## config.mk

```make
export PLATFORM = sky130hd
export DESIGN_NAME = muldiv_unit_flat
export DESIGN_NICKNAME = d
export VERILOG_FILES = /design/src/rtl/muldiv_if.sv /design/src/rtl/muldiv_unit.sv /design/src/flat_wrapper.sv
export SDC_FILE = /design/constraint.sdc
export NUM_CORES = 1
export LEC_CHECK = 0
export CORE_AREA = 2 2 240 242
export DETAILED_ROUTE_END_ITERATION = 16
export DIE_AREA = 0 0 242 244
export GPL_TIMING_DRIVEN = 0
export PLACE_DENSITY = 0.51
export SYNTH_ARGS = -nofsm -noshare
export SYNTH_HDL_FRONTEND = slang
export SYNTH_SLANG_ARGS = --single-unit
```

## constraint.sdc

```tcl
create_clock -name i_clk -period 5.95 [get_ports i_clk]
set_input_delay 1.19 -clock i_clk [delete_from_list [all_inputs] [get_ports i_clk]]
set_output_delay 1.19 -clock i_clk [all_outputs]
set_load 0.005 [all_outputs]
```

## src/rtl/muldiv_if.sv

```systemverilog
// rtl/muldiv_if.sv - request/response bundle between the issue stage and the RV32M multiply/divide unit
interface muldiv_if #(
    parameter int XLEN           = 32,
    parameter int REG_ADDR_WIDTH = 5
);
    logic                      i_start;
    logic [2:0]                i_funct3;
    logic [XLEN-1:0]           i_rs1;
    logic [XLEN-1:0]           i_rs2;
    logic [REG_ADDR_WIDTH-1:0] i_rd;
    logic                      i_flush;
    logic                      o_busy;
    logic                      o_valid;
    logic [XLEN-1:0]           o_result;
    logic [REG_ADDR_WIDTH-1:0] o_rd;

    modport master (
        output i_start, i_funct3, i_rs1, i_rs2, i_rd, i_flush,
        input  o_busy, o_valid, o_result, o_rd
    );

    modport slave (
        input  i_start, i_funct3, i_rs1, i_rs2, i_rd, i_flush,
        output o_busy, o_valid, o_result, o_rd
    );
endinterface

```

## src/rtl/muldiv_unit.sv

```systemverilog
// rtl/muldiv_unit.sv - iterative RV32M unit: 32-step shift-add multiply and restoring divide
module muldiv_unit #(
    parameter int XLEN           = 32,
    parameter int REG_ADDR_WIDTH = 5
) (
    input  logic    i_clk,
    input  logic    i_rst,
    muldiv_if.slave bus
);
    typedef enum logic [1:0] {IDLE, CALC, DONE} state_t;

    state_t                    state, state_n;
    logic [2:0]                f_q;
    logic [REG_ADDR_WIDTH-1:0] rd_q;
    logic [XLEN-1:0]           b_q;
    logic [2*XLEN-1:0]         prod;
    logic [4:0]                cnt;
    logic                      neg_q;
    logic [XLEN-1:0]           res_q;

    logic            capture, is_div, div0, ovf, bypass;
    logic            signed_a, signed_b, neg_n;
    logic [XLEN-1:0] a_mag, b_mag, bypass_res;

    assign capture  = bus.i_start && !bus.i_flush;
    assign is_div   = bus.i_funct3[2];
    assign div0     = is_div && (bus.i_rs2 == '0);
    assign ovf      = is_div && !bus.i_funct3[0] && (bus.i_rs1 == 32'h8000_0000)
                      && (bus.i_rs2 == 32'hFFFF_FFFF);
    assign bypass   = div0 || ovf;
    assign signed_a = (bus.i_funct3 == 3'b001) || (bus.i_funct3 == 3'b010)
                      || (bus.i_funct3 == 3'b100) || (bus.i_funct3 == 3'b110);
    assign signed_b = (bus.i_funct3 == 3'b001) || (bus.i_funct3 == 3'b100)
                      || (bus.i_funct3 == 3'b110);
    assign a_mag    = (signed_a && bus.i_rs1[XLEN-1]) ? -bus.i_rs1 : bus.i_rs1;
    assign b_mag    = (signed_b && bus.i_rs2[XLEN-1]) ? -bus.i_rs2 : bus.i_rs2;
    // Remainders follow the dividend; products and quotients follow the sign product.
    assign neg_n    = (is_div && bus.i_funct3[1])
                      ? (signed_a && bus.i_rs1[XLEN-1])
                      : ((signed_a && bus.i_rs1[XLEN-1]) ^ (signed_b && bus.i_rs2[XLEN-1]));

    always_comb begin
        bypass_res = '0;
        if (div0)
            bypass_res = bus.i_funct3[1] ? bus.i_rs1 : '1;
        else if (ovf)
            bypass_res = bus.i_funct3[1] ? '0 : 32'h8000_0000;
    end

    // One iteration of each algorithm; prod holds {acc/rem, multiplier/dividend-quotient}.
    logic [XLEN:0]     sum, rem_sh, rem_new;
    logic              ge;
    logic [2*XLEN-1:0] mul_next, div_next, step, full;
    logic [XLEN-1:0]   q_val, r_val, fin;

    always_comb begin
        sum      = {1'b0, prod[2*XLEN-1:XLEN]} + (prod[0] ? {1'b0, b_q} : '0);
        mul_next = {sum, prod[XLEN-1:1]};
        rem_sh   = {prod[2*XLEN-1:XLEN], prod[XLEN-1]};
        ge       = rem_sh >= {1'b0, b_q};
        rem_new  = ge ? (rem_sh - {1'b0, b_q}) : rem_sh;
        div_next = {rem_new[XLEN-1:0], prod[XLEN-2:0], ge};
        step     = f_q[2] ? div_next : mul_next;
        full     = neg_q ? -mul_next : mul_next;
        q_val    = neg_q ? -div_next[XLEN-1:0] : div_next[XLEN-1:0];
        r_val    = neg_q ? -div_next[2*XLEN-1:XLEN] : div_next[2*XLEN-1:XLEN];
        if (f_q[2])
            fin = f_q[1] ? r_val : q_val;
        else
            fin = (f_q[1:0] == 2'b00) ? full[XLEN-1:0] : full[2*XLEN-1:XLEN];
    end

    always_comb begin
        state_n = state;
        case (state)
            IDLE: if (capture) state_n = bypass ? DONE : CALC;
            CALC: if (bus.i_flush) state_n = IDLE;
                  else if (cnt == 5'd31) state_n = DONE;
            DONE: state_n = IDLE;
            default: state_n = IDLE;
        endcase
    end

    always_ff @(posedge i_clk or posedge i_rst) begin
        if (i_rst)
            state <= IDLE;
        else
            state <= state_n;
    end

    always_ff @(posedge i_clk or posedge i_rst) begin
        if (i_rst) begin
            f_q   <= '0;
            rd_q  <= '0;
            b_q   <= '0;
            prod  <= '0;
            cnt   <= '0;
            neg_q <= 1'b0;
            res_q <= '0;
        end else if (state == IDLE && capture) begin
            f_q   <= bus.i_funct3;
            rd_q  <= bus.i_rd;
            b_q   <= b_mag;
            prod  <= {{XLEN{1'b0}}, a_mag};
            cnt   <= '0;
            neg_q <= neg_n;
            if (bypass)
                res_q <= bypass_res;
        end else if (state == CALC && !bus.i_flush) begin
            prod <= step;
            cnt  <= cnt + 5'd1;
            if (cnt == 5'd31)
                res_q <= fin;
        end
    end

    assign bus.o_busy   = (state != IDLE);
    assign bus.o_valid  = (state == DONE);
    assign bus.o_result = (state == DONE) ? res_q : '0;
    assign bus.o_rd     = (state == DONE) ? rd_q : '0;
endmodule
```

## src/flat_wrapper.sv

```systemverilog
// flat-port wrapper written by rule: the top's interface ports become plain ports
module muldiv_unit_flat 
#(
    parameter int XLEN           = 32,
    parameter int REG_ADDR_WIDTH = 5
)
  (i_clk, i_rst, bus_i_start, bus_i_funct3, bus_i_rs1, bus_i_rs2, bus_i_rd, bus_i_flush, bus_o_busy, bus_o_valid, bus_o_result, bus_o_rd);
  muldiv_if #(.XLEN(XLEN), .REG_ADDR_WIDTH(REG_ADDR_WIDTH)) bus_i ();
  input  logic i_clk;
  input  logic i_rst;
  input wire logic [$bits(bus_i.i_start)-1:0] bus_i_start;
  input wire logic [$bits(bus_i.i_funct3)-1:0] bus_i_funct3;
  input wire logic [$bits(bus_i.i_rs1)-1:0] bus_i_rs1;
  input wire logic [$bits(bus_i.i_rs2)-1:0] bus_i_rs2;
  input wire logic [$bits(bus_i.i_rd)-1:0] bus_i_rd;
  input wire logic [$bits(bus_i.i_flush)-1:0] bus_i_flush;
  output wire logic [$bits(bus_i.o_busy)-1:0] bus_o_busy;
  output wire logic [$bits(bus_i.o_valid)-1:0] bus_o_valid;
  output wire logic [$bits(bus_i.o_result)-1:0] bus_o_result;
  output wire logic [$bits(bus_i.o_rd)-1:0] bus_o_rd;
  assign bus_i.i_start = bus_i_start;
  assign bus_i.i_funct3 = bus_i_funct3;
  assign bus_i.i_rs1 = bus_i_rs1;
  assign bus_i.i_rs2 = bus_i_rs2;
  assign bus_i.i_rd = bus_i_rd;
  assign bus_i.i_flush = bus_i_flush;
  assign bus_o_busy = bus_i.o_busy;
  assign bus_o_valid = bus_i.o_valid;
  assign bus_o_result = bus_i.o_result;
  assign bus_o_rd = bus_i.o_rd;
  muldiv_unit #(.XLEN(XLEN), .REG_ADDR_WIDTH(REG_ADDR_WIDTH)) u_core (.i_clk(i_clk), .i_rst(i_rst), .bus(bus_i));
endmodule
```

Word-level counts from Yosys, hierarchy flattened

Cells that the tools add are included.

Bits in registers: 144
Input bits: 76
Output and inout bits: 39
Logic and storage cells: 87

$add $sub $neg: 8
Order comparisons: 1
Eq/ne operators: 12
Multiplexer cells: 31
Bitwise gates (word level): 1
Reductions and logical operators: 26

Operators by type and width:

| operator               | number |
|---|---|
| $mux W32               | 18 |
| $mux W64               | 4 |
| $neg A32 Y32           | 4 |
| $eq A32 B32 Y1 const B | 2 |
| $neg A64 Y64           | 1 |
| $add A32 B32 Y33       | 1 |
| $ge A33 B32 Y1         | 1 |
| $logic_not A32 Y1      | 1 |
| $sub A32 B32 Y32       | 1 |
| $mux W5                | 3 |
| $logic_and A1 B1 Y1    | 10 |
| $mux W2                | 4 |
| $eq A3 B3 Y1 const B   | 2 |
| $logic_or A1 B1 Y1     | 6 |
| $reduce_bool A2 Y1     | 3 |
| $add A5 B1 Y5 const B  | 1 |
| $eq A5 B5 Y1 const B   | 1 |
| $logic_not A2 Y1       | 2 |
| $ne A2 B1 Y1 const B   | 2 |
| $pmux W2 S2            | 1 |
| $eq A3 B1 Y1 const B   | 1 |
| $eq A3 B2 Y1 const B   | 1 |
| $ne A3 B2 Y1 const B   | 1 |
| $reduce_and A3 Y1      | 1 |
| 6 further kinds        | 7 |

Longest topological paths before layout

Gate-level depths: netlist of run 1.

Word-level depth: 9
Gate-level depth with buffers: 23
Mapped depth without buffers: 18

Least setup slack after synthesis of run 1

Ideal clock, no wire load.

Path kind: register to register
Start point: reg u_core.prod[0]
End point: reg u_core.res_q[29]
Library setup time: 126 ps
Arrival: 5,197 ps
Data required time: 5,824 ps
Setup slack: 627 ps
Cell stages (with the launch flop): 17
Path buffers: 1
Period minus slack after synthesis: 5,323 ps
Cell sequence: dfrtp_1 > and2_1 > ha_1 > fa_1 > a211o_1 > a21oi_2 > nor2_2 > or4_4 > or4_1 > clkbuf_2 > or4_1 > or4b_4 > or3_4 > o41ai_4 > xor2_1 > a21o_1 > o32a_1

Word-level cells in the longest chain between the ends: 9
Elaborated cells on any way between the ends: 12
Those cells by class: 3 x add/sub; 9 x mux

RTL lines:

| element                  | RTL line           | text |
|---|---|---|
| start: declaration       | muldiv_unit.sv:16  | `logic [2*XLEN-1:0] prod;` |
| start signal: assignment | muldiv_unit.sv:104 | `prod <= {{XLEN{1'b0}}, a_mag};` |
| start signal: assignment | muldiv_unit.sv:110 | `prod <= step;` |
| $mux W32                 | muldiv_unit.sv:57  | `sum = {1'b0, prod[2*XLEN-1:XLEN]} + (prod[0] ? {1'b0, b_q} : '0);` |
| $add A32 B32 Y33         | muldiv_unit.sv:57  |  |
| $neg A64 Y64             | muldiv_unit.sv:64  | `full = neg_q ? -mul_next : mul_next;` |
| $mux W64                 | muldiv_unit.sv:64  |  |
| $mux W32                 | muldiv_unit.sv:70  | `fin = (f_q[1:0] == 2'b00) ? full[XLEN-1:0] : full[2*XLEN-1:XLEN];` |
| $mux W32 *               | muldiv_unit.sv:67  | `if (f_q[2])` |
| $mux W32 *               | muldiv_unit.sv:112 | `if (cnt == 5'd31)` |
| $mux W32 *               | muldiv_unit.sv:109 | `end else if (state == CALC && !bus.i_flush) begin` |
| $mux W32 *               | muldiv_unit.sv:100 | `end else if (state == IDLE && capture) begin` |
| end signal: assignment   | muldiv_unit.sv:108 | `res_q <= bypass_res;` |
| end signal: assignment   | muldiv_unit.sv:113 | `res_q <= fin;` |
| end: declaration         | muldiv_unit.sv:19  | `logic [XLEN-1:0] res_q;` |

Every way passes the cells marked *; elsewhere a longest branch is shown, timed or not. The select of a mux whose other input is x is not followed.
A chain may end at the register's enable or synchronous reset.

Worst setup path in the final report of run 1

Start point: reg u_core.prod[31]
End point: reg u_core.res_q[22]

Word-level cells in the longest chain between the ends: 9
Elaborated cells on any way between the ends: 15
Those cells by class: 4 x add/sub; 1 x order compare; 10 x mux

RTL lines:

| element                                                   | RTL line                             | text |
|---|---|---|
| $sub A32 B32 Y32 / $ge A33 B32 Y1 (equally long branches) | muldiv_unit.sv:61, muldiv_unit.sv:60 |  |
| $mux W32                                                  | muldiv_unit.sv:61                    | `rem_new = ge ? (rem_sh - {1'b0, b_q}) : rem_sh;` |
| $neg A32 Y32                                              | muldiv_unit.sv:66                    | `r_val = neg_q ? -div_next[2*XLEN-1:XLEN] : div_next[2*XLEN-1:XLEN];` |
| $mux W32                                                  | muldiv_unit.sv:66                    |  |
| $mux W32                                                  | muldiv_unit.sv:68                    | `fin = f_q[1] ? r_val : q_val;` |
| $mux W32 *                                                | muldiv_unit.sv:67                    |  |
| $mux W32 *                                                | muldiv_unit.sv:112                   |  |
| $mux W32 *                                                | muldiv_unit.sv:109                   |  |
| $mux W32 *                                                | muldiv_unit.sv:100                   |  |

Marked as above.

==> summary by stage, run 1 <==
Yosys
After synthesis, the most frequently instantiated cells are nand2_1 (302), o21ai_0 (228), nor2_1 (203). Sorting the synthesized cells by area gives the leading types as dfrtp_1 (22%), o21ai_0 (6.8%), nand2_1 (6.8%), ha_1 (5.4%), xnor2_1 (5.2%). The dominant cell type by area after synthesis is dfrtp_1. Yosys instantiated no cell more often than nand2_1. After synthesis, the largest area contributor takes up 21.5% of total cell area. Yosys printed 0 warnings. The number of instances in the synthesized netlist is 2,320. The sequential-to-total area share from yosys stat is about 22%. The number of nets produced by synthesis is between 2,000 and 2,500. After synthesis the netlist holds a flip-flop and latch count of between 100 and 150. Yosys mapped the design onto 91 distinct sky130hd cell types. The area of the mapped netlist is 0.0168 mm2. The synthesized area divided by synthesized cell count is 7.22 um2. The synthesized design contains 0 enable-type register cells. In the synthesized netlist the dominant register cell turns out to be dfrtp_1. For this run, asynchronously set or reset flops after synthesis account for 100%.

Setup path
For this run, the slowest stage of the critical path takes 0.55 ns. Of all nets on the critical path, the largest fanout is 10. The highest-delay cell along the critical path is dfrtp_1. The critical path launch point type is a flip-flop. The required time of the critical path is 6.32 ns. Data on the critical path arrives at its endpoint at slightly above 6 ns.

Traced cell by cell, the critical path runs through inv_1, ha_1, nand2b_1, a211o_1, a21oi_2, o31ai_4, o21ai_4, clkbuf_4, buf_2, clkbuf_4, nand2_1, o21ai_0, ha_2, nand3b_1, nor3_1, a21o_2, nand3_1, o21ai_0, xnor2_1, nand3_1, a221o_1. The flop-to-flop setup slack is between 0.1 and 0.15 ns. STA classifies the critical path endpoint as a flip-flop. The critical setup path kind is flip-flop to flip-flop.

GRT
Global routing consumed, on the met1 layer, 37.9% of the routing resources. The pin count of the biggest net entering global routing is 77. The layer with the highest usage after global routing is met2. The global-route wire length before repair is 124,000 um.

The number of global-route vias before repair is 18,200. The met3 global-route usage is 4.73%. The initial antenna violation count is 1. The overall global routing resource usage is 28.2%.

The leftover overflow at the end of global routing is 0. The global routing met2 resource utilization is 44.6%.

Route
The DRC violation count after routing is 0. Summing over every cut layer, the via total after detailed routing is 19,200. Once detail routing completed, the nets flagged for antenna violations numbered 0. The first detailed-routing pass ran for 6 iterations.

After detailed routing, the total wire length is approximately 85,000 um. The final routed wire length divided by cell count is between 20 and 30 um. After detailed routing, the number of vias per cell comes to 5.96. After the first detailed-routing iteration, the DRC count stood at 2,156.

Floorplanning
The floorplan has just under 90 rows. ~120 I/O pins were placed. The effective utilization at floorplan is 29.8%. The die covers between 0.05 and 0.06 mm2. From bottom edge to top edge, the die measures ~240 um. The area of the core region is 0.0562 mm2. The width of the chip is between 200 and 250 um.

CTS
Counting the buffers created by CTS gives 17. The root buffer selected by CTS is clkbuf_16. Clock-pin slew was measured on the worst setup and hold paths at 0.07 ns.

The number of buffers between clock root and the deepest sink is 2. CTS built an H-tree with a depth of 4. The clock reaches the later pin of the worst-skew pair after 0.49 ns. The TritonCTS clock tree is done. The TritonCTS sink count is 144. For this design, the CTS-stage hold fixing added 0 buffers.

STA
The worst relative slew slack is -4.56%. Summed over all failing endpoints, the final setup total negative slack is 0 ns. Setup violations remaining at the end of the flow were counted as 0.

Setup slack closes at approximately 0.15 ns. The number of endpoints with negative hold slack in the final report is 0. Hold timing on the final database bottoms out at a slack of ~0.47 ns.

For this run, the top clock speed supported by timing is 172 MHz. At the pin with the least slew margin, the transition time is 1.55 ns. The final critical path time including I/O delays and setup is 5.80 ns.

Clock skew on the completed layout was measured at 0.0120 ns. The ratio of final minimum period to clock period is 97.5%. The final count of pins violating max slew came to 7.

Placed design
The placed cell area is 0.0189 mm2. The minimum setup slack after placement is -1.69 ns. The wire-length estimate of the detail-placed layout is just under 70,000 um. The placer's final routability congestion estimate is 0.981. Port buffering added approximately 110 buffers.

Run status
The checks that failed: max-capacitance violations, max-slew violations. The flow ran to the end, but the final reports show violations.

Cells and area
The final layout contains between 2,000 and 3,000 nets. The summed area of non-filler cells in the final layout is 0.0197 mm2. The area growth from synthesis to layout is 17.7%. The ratio of cells with drive above 1 in the final layout is 4.95%.

Power
Dividing total power by cell area gives a power density of 513 mW/mm2. The peak supply drop is 0.000212 V. In this run the static leakage power is 0.00770 uW.

Min path
The worst min-delay path category is flip-flop to flip-flop.

Flow run
The tool flagged a number of max-cap violations equal to 1.
-- registers in the layout, summed over array words and instances, names as in the netlist --
name          flops
u_core.prod      64
u_core.b_q       32
u_core.res_q     32
u_core.cnt        5
u_core.rd_q       5
u_core.f_q        3
u_core.state      2
u_core.neg_q      1
-- final timing paths --
path                                 start          endpoint  depth (start not counted)
max reg2reg                u_core.prod[31]  u_core.res_q[22]                         21
min reg2reg                 u_core.rd_q[1]    u_core.rd_q[1]                          2
max                        u_core.prod[31]  u_core.res_q[22]                         21
max in group asynchronous            i_rst    u_core.b_q[10]                          3
min                         u_core.rd_q[1]    u_core.rd_q[1]                          2
min in group asynchronous            i_rst  u_core.res_q[21]                          2
-- critical path, delay by kind of cell, from the launching register on --
kind,cells,cell delay [ns]
AO/OA/AOI/OAI,8,2.18
XOR/XNOR,1,0.18
adder cells (fa/ha/maj),2,0.57
buffers and inverters,4,1.13
flip-flops,1,0.55
AND/OR/NAND/NOR,6,1.04
-- layout make-up --
type | count | area, um2
fill | 6132 | 36500
buffer | 157 | 617
clock buffer | 19 | 443
timing repair buffer | 125 | 1240
tap | 756 | 946
clock inverter | 12 | 181
multi-input combinational | 1941 | 12400
inverter | 67 | 263
sequential | 144 | 3600
antenna | 1 | 2.50
-- timing repair --
item,4_1_cts,5_1_grt
resized for setup,22,30
buffers inserted,2,6
endpoints found under the setup margin,31,15
gates cloned,0,0
pin swaps,0,4
-- report_power, final --
part / internal (uW) / switching, uW / total, uW
Clock: 711 / 502 / 1210
Combinational: 2410 / 5030 / 7440
Sequential: 1190 / 269 / 1460
-- cells by family after synthesis --
group           synth area share (%)
xor+xnor                        9.72
fa+ha+maj                       5.62
mux                             4.00
flops                           21.5
simple gates                    24.6
buf+inv                         5.33
compound gates                  29.3
-- cells in the final DEF (no fill, tap or decap), types with 66 or more instances in the layout --
cell type        count
ha_1                66
dfrtp_1            143
xor2_1              86
clkbuf_1           137
nand2_1            301
o21ai_0            227
xnor2_1            100
nor2_1             203
clkdlybuf4s50_1    114
a21oi_1            166
-- routing by layer --
metal	wire length [um]	vias to the layer above
met1	37400	9381
met4	3720	0
li1	-	8785
met5	0	-
met3	6360	176
met2	37600	856
-- through the flow --
step | std cells | utilization, % | power, uW
global placement | 3190 | 33.5 | 8480
detailed placement | 3192 | 33.6 | 8520
finish | 3222 | 35.1 | 10100
floorplan | 2320 | - | 6060
global route | 3221 | 35.1 | 10700
CTS | 3222 | 34.9 | 9830
(Power assumes the default switching activity.)
==> run 2, diff against run 1 <==
--- a/config.mk
+++ b/config.mk
@@ -5,6 +5,7 @@
 export SDC_FILE = /design/constraint.sdc
 export NUM_CORES = 1
 export LEC_CHECK = 0
+export ABC_CLOCK_PERIOD_IN_PS = 5950
 export CORE_AREA = 2 2 240 242
 export DETAILED_ROUTE_END_ITERATION = 16
 export DIE_AREA = 0 0 242 244
==> results of run 2 <==
Same layout as run 1: the final DEF is identical, and so are final timing and power.
==> run 3, diff against run 2 <==
--- a/config.mk
+++ b/config.mk
@@ -6,9 +6,9 @@
 export NUM_CORES = 1
 export LEC_CHECK = 0
 export ABC_CLOCK_PERIOD_IN_PS = 5950
-export CORE_AREA = 2 2 240 242
+export CORE_AREA = 2 2 268 217
 export DETAILED_ROUTE_END_ITERATION = 16
-export DIE_AREA = 0 0 242 244
+export DIE_AREA = 0 0 270 219
 export GPL_TIMING_DRIVEN = 0
 export PLACE_DENSITY = 0.51
 export SYNTH_ARGS = -nofsm -noshare
==> run 3 against run 2 <==
Compared with the run above:
- the flow now finishes without violations
- core utilization down 0.10 points
- setup slack worse by 0.088 ns
- die area increased by 0.14%
- sequential cell count stayed put
- clock-buffer cell count shrank 1
- critical path type unchanged
- critical endpoint is now u_core.res_q[14]
- largest cell class unchanged
==> summary by stage, run 3 (same netlist as run 1, synthesis figures left out) <==
CTS
TritonCTS built the clock tree. The root buffer selected by CTS is clkbuf_16. The H-tree depth reported by CTS is 4.

The total CTS buffers is 17. The clock reaches the later pin of the worst-skew pair after 0.49 ns. The clock drives 144 sinks. The clock passes through at most 2 buffers. For this design, the CTS-stage hold fixing added 0 buffers. After clock tree synthesis, the clock-pin slew on the worst setup and hold paths is 0.08 ns.

STA
Setup violations remaining at the end of the flow were counted as 0. The worst path needs ~5.9 ns of the cycle, external delays included. The final setup slack of the worst path is ~0.06 ns. Across all hold checks on the routed design, the worst slack comes to about 0.48 ns. The setup total negative slack is 0 ns. For the final database, setup skew stands at approximately 0.02 ns. Setup repair after global routing left no endpoint under its margin.

The worst relative slew slack is 3.69%. Dividing the final minimum period by the clock period gives 99.0%. The pin slew with the least headroom to its limit is 1.43 ns. The final count of pins violating max slew came to 0. The number of endpoints with negative hold slack in the final report is 0. Based on the critical path, the design can be clocked at up to 170 MHz.

Setup path
Data on the critical path is required at its endpoint by 6.28 ns. Among the stages of the critical path, the cell type that occurs most often is clkbuf_2. The arrival time of data at the critical path endpoint is about 6.2 ns. The highest-delay cell along the critical path is dfrtp_1.

The worst register-to-register path begins at u_core.prod[49]. The critical path launch point type is a flip-flop. The largest driver fanout on the critical path is 10. On the worst path, the slowest cell contributes a delay of 0.62 ns. Counting both buffers and inverters, the worst setup path holds a total of 6. Following the worst setup path forward leads to its endpoint at u_core.res_q[14]. The end of the worst register-to-register path is u_core.res_q[14]. The signal on the critical path passes through ha_1, clkbuf_1, a21oi_1, nor2_1, o41a_1, a22oi_2, o21ai_2, buf_4, inv_1, clkbuf_2, clkbuf_2, clkbuf_4, ha_4, nand3_1, o31ai_1, xnor2_1, a221oi_1, a31oi_1. The flop-to-flop setup slack is 0.06 ns. Grouping stages by cell kind, the critical path spends the most delay in compound AO/OA/AOI/OAI gates. The critical setup path kind is flip-flop to flip-flop. The depth of the most critical reg-to-reg path is 18. The worst setup path is captured at a flip-flop.

In this run the number of cells on the critical path is 18. In this run the worst setup path begins at u_core.prod[49].

Power
The leakage component of the power is 0.00773 uW. The peak supply drop is 0.000225 V. In this run the power density over the cells is 519 mW/mm2.

Cells and area
In the final layout, the registers with the most flip-flops are u_core.prod: 64 flops, u_core.b_q: 32 flops, u_core.res_q: 32 flops. The register bank with the most flops is u_core.prod. The number of fill cells in the layout is 6,118. Leaving out fill and tap cells, the most frequent cell in the layout is nand2_1. The repair_antennas step left the layout with diodes totalling 0. In the final layout, the share of cells above drive strength 1 is 5.03%. In the layout the commonest cells are nand2_1 (302), o21ai_0 (226), nor2_1 (203). The final cell count without fillers is 3,226. In the final design database the tool counted 2,603 nets. The area growth from synthesis to layout is 17.6%. The flip-flop count of the largest register, all copies and words added is 64.

With fillers left out, the area of the finished cells amounts to 0.0197 mm2.

Min path
The worst min-delay path category is flip-flop to flip-flop.

Route
In the final routed layout, each cell accounts on average for 27.9 um. After detailed routing, the total wire length is around 90,000 um. The violation count after the first detailed-route iteration is 2,486.

For this block, the via count after detailed routing is approximately 20,000. The DRC violation count after routing is 0. After detailed routing, the number of vias per cell comes to 6.08.

Before antenna repair, the detailed router went through 8 iterations. The count of nets left with antenna violations once routing finished came out at 0.

Flow run
The number of max-cap violations is 0.

Floorplanning
In this run the vertical extent of the chip is 219 um. The area of the core region is about 0.056 mm2. For this configuration, the core starts out at a cell density of 29.8%. The number of top-level pins is 115.

The floorplan step defined a die boundary enclosing 0.0591 mm2. In this run the core area contains slightly below 80 standard-cell rows. From left edge to right edge, the die measures ~270 um.

Placed design
Including well taps, the total number of placed cells is 3,196. After legalization and detailed placement, the total HPWL measured 73,100 um. Routability-driven placement finished with a final weighted congestion of 0.982.

The placed instances occupy a cell area of 0.0189 mm2. Timing analysis after detailed placement gives a worst setup slack of -1.54 ns. The number of I/O port buffers is 114.

GRT
The overall global routing resource usage is 29.9%. The initial antenna violation count is 3. After global routing the overflow that remains totals 0. The number of global-route vias before repair was between 15,000 and 20,000.

The global-route wire length before repair is 129,000 um. The pin count of the biggest net entering global routing is 85.

Run status
The flow ran to the end, and the final reports show no timing, DRC or antenna violations.
run 3: routing by layer:
layer  vias up  track usage, %  routed length (um)
met4         2            6.56                1940
met2      1060            42.0               35600
met5         -               0                  13
met1      9694            44.7               41900
met3       112            8.35               10500
li1       8761               -                   -
run 3: worst min-delay path: stages (launching register included):
cell and delay [ns]:
dfrtp_1 0.35, nand2_1 0.05, nand2_1 0.05
run 3: final cells by class:
type / instances / area (um2) / area share, %
Clock buffer: 18 / 439 / 2.23
Multi-Input combinational cell: 1941 / 12400 / 63.0
Buffer: 157 / 623 / 3.16
Sequential cell: 144 / 3600 / 18.3
Tap cell: 760 / 951 / 4.82
Inverter: 67 / 259 / 1.31
Clock inverter: 14 / 168 / 0.851
Timing Repair Buffer: 125 / 1240 / 6.31
run 3: report_power, final:
group / total (uW) / switching [uW] / internal (uW)
Clock: 1170 / 560 / 610
Sequential: 1510 / 317 / 1190
Combinational: 7550 / 5160 / 2390
Total: 10200 / 6030 / 4200
run 3: worst min path at each step:
| stage | to | cells after the start | from |
|---|---|---|---|
| floorplan | u_core.rd_q[0] | 2 | u_core.rd_q[0] |
| global placement | u_core.rd_q[4] | 2 | u_core.rd_q[4] |
| detailed placement | u_core.rd_q[0] | 2 | u_core.rd_q[0] |
| CTS | u_core.rd_q[0] | 2 | u_core.rd_q[0] |
| global route | u_core.res_q[5] | 1 | u_core.res_q[5] |
| finish | u_core.rd_q[0] | 2 | u_core.rd_q[0] |
run 3: through the flow:
step	util (%)	total power (uW)
6_report	35.0	10200
5_1_grt	35.0	10800
4_1_cts	34.8	9890
3_3_place_gp	33.5	8580
2_1_floorplan	-	6060
3_5_place_dp	33.6	8610
run 3: repair_timing:
| action | in CTS | in global routing |
|---|---|---|
| cloned | 0 | 0 |
| pin swaps | 1 | 2 |
| endpoints found under the hold margin | 0 | 0 |
| endpoints found under the setup margin | 28 | 19 |
| buffers inserted | 5 | 3 |
| resized for setup | 26 | 29 |
==> variant, RTL diff (settings of run 1) <==
`REG_ADDR_WIDTH` is set to 5 in 3 places; all go to 7.
--- a/src/rtl/muldiv_if.sv
+++ b/src/rtl/muldiv_if.sv
@@ -1,7 +1,7 @@
 // rtl/muldiv_if.sv - request/response bundle between the issue stage and the RV32M multiply/divide unit
 interface muldiv_if #(
     parameter int XLEN           = 32,
-    parameter int REG_ADDR_WIDTH = 5
+    parameter int REG_ADDR_WIDTH = 7
 );
     logic                      i_start;
     logic [2:0]                i_funct3;
--- a/src/rtl/muldiv_unit.sv
+++ b/src/rtl/muldiv_unit.sv
@@ -1,7 +1,7 @@
 // rtl/muldiv_unit.sv - iterative RV32M unit: 32-step shift-add multiply and restoring divide
 module muldiv_unit #(
     parameter int XLEN           = 32,
-    parameter int REG_ADDR_WIDTH = 5
+    parameter int REG_ADDR_WIDTH = 7
 ) (
     input  logic    i_clk,
     input  logic    i_rst,
--- a/src/flat_wrapper.sv
+++ b/src/flat_wrapper.sv
@@ -2,7 +2,7 @@
 module muldiv_unit_flat 
 #(
     parameter int XLEN           = 32,
-    parameter int REG_ADDR_WIDTH = 5
+    parameter int REG_ADDR_WIDTH = 7
 )
   (i_clk, i_rst, bus_i_start, bus_i_funct3, bus_i_rs1, bus_i_rs2, bus_i_rd, bus_i_flush, bus_o_busy, bus_o_valid, bus_o_result, bus_o_rd);
   muldiv_if #(.XLEN(XLEN), .REG_ADDR_WIDTH(REG_ADDR_WIDTH)) bus_i ();
Interface: changed (resized bus_i_rd and bus_o_rd); port bits go from 115 to 119. The function was not compared with the original's and may differ.
==> variant against run 1 <==
- cell area up 4.7%
- sequential power up 7%
- power up 7.9%
- area after synthesis up 5.6%
- routed wire length up 9.0%
- first-iteration DRC count about the same
- synthesized cell count up 5.1%
- die area unchanged
- count of clock-buffer cells in the layout up 1
- via count up 7.6%
- setup slack worse by 0.061 ns
- sequential cell count up 2
- critical endpoint is now u_core.res_q[24]
==> variant: results (changes against run 1) <==
metric,value,unit,change
synthCells,2438,,+5.1%
status,"finished, final reports clean",,
clock-skew-final,0.0259,ns,+0.0140 ns
min_path_cells,2,,unchanged
cts_buffers,17,,unchanged
place.port_buffers,117,,+2.6%
synth_nets,2590,,+4.9%
fillCellCount,6106,,-0.42%
routabilityCongestion,0.964,,-1.7%
wirelength_per_cell,27.7,microns,+4.9%
detailedPlace.worstSlack,-1.17,ns,+0.516 ns
hold_path_startpoint,u_core.rd_q[0],,
antenna_cells,0,,-1
most_frequent_cells_after_synthesis,"sky130_fd_sc_hd__nand2_1, sky130_fd_sc_hd__o21ai_0, sky130_fd_sc_hd__nor2_1",,
reg2reg_from,u_core.prod[59],,
routed_via_density,6.17,,+3.5%
initial_antenna_violation_count,2,,+1
cp.arrival,6.23,ns,+0.05 ns
timing.critical_path.max_delay_family,compound AO/OA/AOI/OAI gates,,
slew_hr,11.6,%,+16 points
grt_max_degree,91,,+18%
fin_cells,3350,,+4.0%
synth-seq-area-share,20.7,%,-0.85 points
fraction_of_layout_cells_with_a_size_suffix_above_1,5.90,%,+0.95 points
grt_first_pass_wirelength,134000,microns,+8.1%
cp_slowest_stage_delay,0.48,ns,-0.07 ns
numPlacedInstances,3312,,+3.8%
detailed_place_hpwl,75300,microns,+11%
design.final.nets,2734,,+5.0%
first_global_vias,19700,,+8.2%
synth_area_leaders,"sky130_fd_sc_hd__dfrtp_1, sky130_fd_sc_hd__o21ai_0, sky130_fd_sc_hd__nand2_1",,
warnings_from_yosys,0,,unchanged
worst_vdd_drop,0.283,mV,+34%
drt_pass1_iterations,6,,unchanged
drt_iter0_markers,2154,,-0.093%
p_leak,7.79,nW,+1.1%
post_synth_cell_types,112,,+23%
==> variant: cells by family (layout without fill, tap and decap cells) <==
logic type	count (synthesis)	in the layout	synth area share, %
AO/OA/AOI/OAI	838	838	31.4
XOR/XNOR	151	151	7.48
adder cells (fa/ha/maj)	74	74	5.32
buffers and inverters	246	402	5.50
flip-flops	146	146	20.7
multiplexers	65	65	4.00
AND/OR/NAND/NOR	918	918	25.6
==> variant: routing by layer <==
layer,global-route usage [%],wire length (microns)
met4,11.6,3490
met2,47.9,40800
met5,0.490,41
met1,42.1,41200
met3,5.25,7180
==> variant: final timing paths <==
check / end / slack (ns)
max: u_core.res_q[24] / 0.09
min: u_core.rd_q[0] / 0.47
max reg2reg: u_core.res_q[24] / 0.09
min reg2reg: u_core.rd_q[0] / 0.47
max in group asynchronous: u_core.res_q[27] / 3.93
min in group asynchronous: u_core.b_q[9] / 1.14
==> variant: power by group <==
part	internal, mW	switching (mW)	total (mW)
Sequential	1.22	0.340	1.56
Combinational	2.59	5.57	8.15
Clock	0.703	0.501	1.20
==> variant: layout make-up <==
class	count	share of cell area [%]
inverter	68	1.32
multi-input combinational	2046	63.8
timing repair buffer	127	6.13
clock inverter	11	0.867
sequential	146	17.7
tap	756	4.58
clock buffer	20	2.12
buffer	176	3.50
==> variant: timing repair <==
item | in CTS | in global routing
endpoints found under the setup margin | 14 | 9
gates resized for setup | 17 | 15
pin swaps | 2 | 10
buffers inserted | 2 | 7
==> variant: through the flow <==
step	power [mW]	hold slack [ns]	area, sq um
floorplan	6.62	0.437	17700
CTS	10.6	0.472	20500
global route	11.5	0.488	20600
global placement	9.28	0.456	19800
detailed placement	9.31	0.459	19800
finish	10.9	0.473	20600
